==> src/rtl/alu_pkg.sv <==
// Shared ALU definitions: ALUcontrol codes, FSM state encoding, op helpers.
package alu_pkg;

  localparam int unsigned ALU_CTRL_W = 4;

  localparam logic [ALU_CTRL_W-1:0] ALU_AND = 4'b0000;
  localparam logic [ALU_CTRL_W-1:0] ALU_OR  = 4'b0001;
  localparam logic [ALU_CTRL_W-1:0] ALU_ADD = 4'b0010;
  localparam logic [ALU_CTRL_W-1:0] ALU_SLL = 4'b0011;
  localparam logic [ALU_CTRL_W-1:0] ALU_SRL = 4'b0100;
  localparam logic [ALU_CTRL_W-1:0] ALU_SUB = 4'b0110;
  localparam logic [ALU_CTRL_W-1:0] ALU_XOR = 4'b1001;

  typedef enum logic [1:0] {
    ST_IDLE  = 2'd0,
    ST_SHIFT = 2'd1,
    ST_DONE  = 2'd2
  } alu_state_e;

  // True for the ops handled by the iterative shifter.
  function automatic logic is_shift_op(input logic [ALU_CTRL_W-1:0] ctrl);
    return (ctrl == ALU_SLL) || (ctrl == ALU_SRL);
  endfunction

endpackage

==> src/rtl/alu_shift_iter.sv <==
// One-bit-per-cycle logical shifter: working register, down-counter, direction.
module alu_shift_iter
  import alu_pkg::*;
#(
  parameter int unsigned WIDTH = 32,
  parameter int unsigned SHW   = 5
) (
  input  logic             clk,
  input  logic             reset,
  input  logic             load_i,
  input  logic             step_i,
  input  logic             dir_left_i,
  input  logic [WIDTH-1:0] data_i,
  input  logic [SHW-1:0]   amt_i,
  output logic [WIDTH-1:0] step_data_c_o,
  output logic             last_c_o
);

  logic [WIDTH-1:0] work_q, work_d;
  logic [SHW-1:0]   cnt_q,  cnt_d;
  logic             left_q, left_d;

  // Value the working register takes after one more shift step.
  always_comb begin
    step_data_c_o = left_q ? {work_q[WIDTH-2:0], 1'b0} : {1'b0, work_q[WIDTH-1:1]};
    last_c_o      = (cnt_q == SHW'(1));
  end

  // Load on accept, otherwise shift and count down while stepping.
  always_comb begin
    work_d = work_q;
    cnt_d  = cnt_q;
    left_d = left_q;
    if (load_i) begin
      work_d = data_i;
      cnt_d  = amt_i;
      left_d = dir_left_i;
    end else if (step_i && (cnt_q != '0)) begin
      work_d = step_data_c_o;
      cnt_d  = cnt_q - SHW'(1);
    end
  end

  // Shifter state registers.
  always_ff @(posedge clk) begin
    if (reset) begin
      work_q <= '0;
      cnt_q  <= '0;
      left_q <= 1'b0;
    end else begin
      work_q <= work_d;
      cnt_q  <= cnt_d;
      left_q <= left_d;
    end
  end

endmodule

==> src/rtl/alu_seq_exec.sv <==
// Execute-stage ALU: single-cycle logic/arith, iterative SLL/SRL, start/done handshake.
module alu_seq_exec
  import alu_pkg::*;
#(
  parameter int unsigned WIDTH = 32,
  parameter int unsigned SHW   = 5
) (
  input  logic                  clk,
  input  logic                  reset,
  input  logic                  start,
  input  logic [ALU_CTRL_W-1:0] ALUcontrol,
  input  logic [WIDTH-1:0]      a,
  input  logic [WIDTH-1:0]      b,
  output logic                  ready,
  output logic                  done,
  output logic [WIDTH-1:0]      result,
  output logic                  zero
);

  alu_state_e       state_q, state_d;
  logic             ready_q, ready_d;
  logic             done_q,  done_d;
  logic [WIDTH-1:0] result_q, result_d;
  logic             zero_q,  zero_d;

  logic             accept_c;
  logic [SHW-1:0]   amt_c;
  logic [WIDTH-1:0] alu_res_c;
  logic             sh_load_c;
  logic             sh_step_c;
  logic             sh_left_c;
  logic [WIDTH-1:0] sh_step_data_c;
  logic             sh_last_c;

  assign accept_c = start && ready_q;
  assign amt_c    = b[SHW-1:0];

  alu_shift_iter #(
    .WIDTH (WIDTH),
    .SHW   (SHW)
  ) u_shift (
    .clk           (clk),
    .reset         (reset),
    .load_i        (sh_load_c),
    .step_i        (sh_step_c),
    .dir_left_i    (sh_left_c),
    .data_i        (a),
    .amt_i         (amt_c),
    .step_data_c_o (sh_step_data_c),
    .last_c_o      (sh_last_c)
  );

  // Single-cycle datapath; unlisted codes yield zero.
  always_comb begin
    alu_res_c = '0;
    case (ALUcontrol)
      ALU_AND: alu_res_c = a & b;
      ALU_OR:  alu_res_c = a | b;
      ALU_ADD: alu_res_c = a + b;
      ALU_SUB: alu_res_c = a - b;
      ALU_XOR: alu_res_c = a ^ b;
      default: alu_res_c = '0;
    endcase
  end

  // Next-state and output-register logic; result/zero only move when entering DONE.
  always_comb begin
    state_d   = state_q;
    result_d  = result_q;
    zero_d    = zero_q;
    sh_load_c = 1'b0;
    sh_step_c = 1'b0;
    sh_left_c = 1'b0;

    case (state_q)
      ST_IDLE, ST_DONE: begin
        state_d = ST_IDLE;
        if (accept_c) begin
          if (is_shift_op(ALUcontrol)) begin
            sh_load_c = 1'b1;
            sh_left_c = (ALUcontrol == ALU_SLL);
            if (amt_c == '0) begin
              state_d  = ST_DONE;
              result_d = a;
            end else begin
              state_d  = ST_SHIFT;
            end
          end else begin
            state_d  = ST_DONE;
            result_d = alu_res_c;
          end
        end
      end
      ST_SHIFT: begin
        sh_step_c = 1'b1;
        if (sh_last_c) begin
          state_d  = ST_DONE;
          result_d = sh_step_data_c;
        end
      end
      default: state_d = ST_IDLE;
    endcase

    if (state_d == ST_DONE) begin
      zero_d = (result_d == '0);
    end
    done_d  = (state_d == ST_DONE);
    ready_d = (state_d != ST_SHIFT);
  end

  // State and output registers.
  always_ff @(posedge clk) begin
    if (reset) begin
      state_q  <= ST_IDLE;
      ready_q  <= 1'b1;
      done_q   <= 1'b0;
      result_q <= '0;
      zero_q   <= 1'b1;
    end else begin
      state_q  <= state_d;
      ready_q  <= ready_d;
      done_q   <= done_d;
      result_q <= result_d;
      zero_q   <= zero_d;
    end
  end

  assign ready  = ready_q;
  assign done   = done_q;
  assign result = result_q;
  assign zero   = zero_q;

endmodule

==> config.mk <==
export PLATFORM = sky130hd
export DESIGN_NAME = alu_seq_exec
export DESIGN_NICKNAME = d
export VERILOG_FILES = /design/src/rtl/alu_pkg.sv /design/src/rtl/alu_shift_iter.sv /design/src/rtl/alu_seq_exec.sv
export SDC_FILE = /design/constraint.sdc
export NUM_CORES = 1
export LEC_CHECK = 0
export CAP_MARGIN = 20
export CORE_MARGIN = 4
export CORE_UTILIZATION = 60
export CTS_BUF_LIST = sky130_fd_sc_hd__clkbuf_8
export DETAILED_ROUTE_END_ITERATION = 10
export PLACE_DENSITY = 0.94
export SLEW_MARGIN = 25
export SYNTH_ARGS = -nofsm -noshare
export SYNTH_HDL_FRONTEND = slang
export SYNTH_HIERARCHICAL = 1
export SYNTH_SLANG_ARGS = --single-unit
==> constraint.sdc <==
create_clock -name clk -period 10.2 [get_ports clk]
set_input_delay 1.53 -clock clk [delete_from_list [all_inputs] [get_ports clk]]
set_output_delay 1.53 -clock clk [all_outputs]
set_load 0.05 [all_outputs]
==> metrics.yaml <==
detailed_routing:
  drc: 0
  num_vias: 10867
  via_per_inst: 6.97
  wl_per_cell_um: 22.3
  drt_iter0_drc: 1674
  routed_wirelength_um: 34800
  ant_nets: 0
  drtPass1Iterations: 7
yosys:
  synth-main-ff-cell: "dfxtp_1"
  syn-num-nets: 1478
  synth.avg_cell_area_um2: 7.28
  synth_xor_area_share_pct: 4.68
  yosys_warnings: 6
  yosys.area_share.simple_pct: 24.3
  post-synth-top-count-cell: "nand2_1"
  synth-edff-count: 0
  synth_top_area_share_pct: 15.8
  synthAdderAreaFrac_pct: 13.2
  synth_area_leaders: "dfxtp_1, ha_1, nand2_1, o21ai_0, mux2_2"
  synth-compound-area-share_pct: 26.3
  syn_inst: 1307
  synthMuxAreaShare_pct: 7.98
  synth_top_family_by_area: "compound AO/OA/AOI/OAI gates"
  synth_area_um2: 9510
  ys_ff_latch: 75
  synthTopCellsByCount: "nand2_1, nor2_1, ha_1"
  yosysSeqAreaShare_pct: 15.8
  async_flop_share_pct: 0
  synth.distinct_cells: 89
  yosysTopAreaCell: "dfxtp_1"
grt:
  antenna_found_initial: 1
  grt_pass1_vias: 9641
  grt_start_max_net_pins: 77
  grt.total_usage_pct: 36.9
  overflow: 0
  grt_pass1_wl_um: 53400
setup_path:
  startpoint_type: "primary input"
  cp.arrival_ns: 7.36
  r2r-start: "u_shift/cnt_q[0]"
  r2r_cells: 14
  cp-end-kind: "register"
  worstSetupPathType: "primary input to register"
  crit_fanout: 23
  crit_start: "ALUcontrol[1]"
  critPathRequiredTime_ns: 10.51
cts:
  cts_tree: "built"
  post-cts-setup-buffers: 0
  clock_latency_ns: 0.37
  post_cts_resized: 0
  clock_path_buffers: 2
  clockRootBuffer: "clkbuf_8"
  htreeDepth: 3
  holdBufCountCts: 0
  numClockSinks: 75
  cts_buffers: 9
  path_clk_slew_ns: 0.08
timing:
  max_slew_margin_pct: 31.5
  setup_tns_ns: 0
  slew_violations: 0
  period_share_pct: 69.1
  setup_viol_count_final: 0
  rsz0062_at_grt: "false"
  period_needed_ns: 7.05
  final-hold-violation-count: 0
  fin_worst_skew_ns: 0.00693
  worstMarginPinSlew_ns: 1.03
  max_freq_ghz: 0.142
power:
  clkPwrFrac_pct: 25.8
  p_int_uw: 668
  power_leakage_nw: 4.20
  p_sw_share_pct: 40.9
  switchingPower_uw: 463
  total_power_mw: 1.13
  peakVddDrop_mv: 0.0797
  power_density_nw_per_um2: 104
  seq_power_share_pct: 29.4
  power.share.combinational_pct: 44.8
cells_and_area:
  syn_to_final_growth_pct: 13.9
  fin_nets: 1516
  final_area_um2: 10800
  drive_gt1_share_pct: 7.86
  diodes: 0
placed_design:
  dp_hpwl_um: 25900
  placed_area_um2: 10600
  routabilityCongestion: 1.06
  portBuffers: 105
floorplanning:
  coreArea_um2: 15400
  fp-row-count: 45
  dieArea_um2: 17900
  ioPinCount: 106
  die_w_um: 134
  die_h_um: 134
  initial_core_util_pct: 61.9
outcome:
  outcome: "complete, no violations"
hold_path:
  hp-start: "u_shift/work_q[31]"
  whs_path_depth: 1
  min_path_type: "register to register"
run:
  drv_cap: 0
-- through the flow --
step | utilization [%] | instances | worst slack [ns] | hold WS, ns
2_1_floorplan | - | 1307 | 5.05 | 0.471
3_3_place_gp | 68.8 | 1545 | 2.74 | 0.491
5_1_grt | 70.5 | 1560 | 2.88 | 0.541
3_5_place_dp | 68.8 | 1545 | 2.66 | 0.498
6_report | 70.5 | 1560 | 3.15 | 0.512
4_1_cts | 70.5 | 1560 | 3.00 | 0.517
-- area by class of cell --
class,instances,area (µm²)
Multi-Input combinational cell,1053,7320
Fill cell,1257,4540
Sequential cell,75,1500
Timing Repair Buffer,124,1190
Inverter,82,308
Tap cell,211,264
Clock buffer,11,151
Clock inverter,4,97.6
-- critical path, cell delays in order --
cell and delay, ns:
clkdlybuf4s50_1 0.82, inv_1 0.23, nor3_4 0.63, nand2_1 0.67
o21ai_0 0.52, inv_1 0.09, ha_1 0.28, nor2b_1 0.18
o31ai_2 0.11, a2111oi_0 0.85, or3_4 0.29, a211oi_2 0.07
nor2_1 0.17, xnor2_1 0.14, a21oi_1 0.10, nor4_1 0.37
nand4_1 0.16, o21ai_2 0.14
-- metal layers --
layer / vias to the layer above / GRT usage (%) / part of all wire (%)
met4: 0 / 12.9 / 3.3
met2: 866 / 52.9 / 41
met5: - / 0 / 0
met3: 117 / 9.98 / 15
met1: 4986 / 53.1 / 40
li1: 4898 / - / -
-- state kept, by name, indices dropped and copies added (netlist names) --
name and cells:
ready 1, zero 1, done 1, u_shift/cnt_q 5, result 32, u_shift/work_q 32
u_shift/left_q 1, state_q 2
-- kinds of logic after synthesis --
family | Yosys count
flip-flops | 75
AND/OR/NAND/NOR | 462
multiplexers | 71
adder cells (fa/ha/maj) | 100
XOR/XNOR | 50
buffers and inverters | 179
AO/OA/AOI/OAI | 370
-- placed cells by master (no fill, tap or decap), drive strengths merged, types with 9 or more instances in the layout --
master         count
a211oi            11
nor2             108
dfxtp             75
a21oi             84
buf               20
mux2i             32
o31ai             12
and3              13
o21a              11
nor3              31
nand2            132
mux2              39
o221ai            41
ha                99
o21ai             94
clkbuf            11
nor2b             15
clkdlybuf4s50    104
inv               82
nand4             46
a221oi             9
a31oi             19
xor2              11
nand2b             9
nand3             55
xnor2             39
-- power groups by stage --
| stage | Sequential [mW] | Clock (mW) | Combinational [mW] |
|---|---|---|---|
| 2_1_floorplan | 0.370 | 0 | 0.287 |
| 3_3_place_gp | 0.337 | 0 | 0.477 |
| 3_5_place_dp | 0.337 | 0 | 0.484 |
| 4_1_cts | 0.330 | 0.290 | 0.488 |
| 5_1_grt | 0.333 | 0.301 | 0.539 |
| 6_report | 0.332 | 0.292 | 0.507 |
-- worst paths after layout --
kind	end	slack, ns
hold / removal	u_shift/work_q[31]	0.51
hold reg to reg	u_shift/work_q[31]	0.51
setup / recovery	zero	3.15
setup reg to reg	zero	6.23
(Power assumes the default switching activity.)
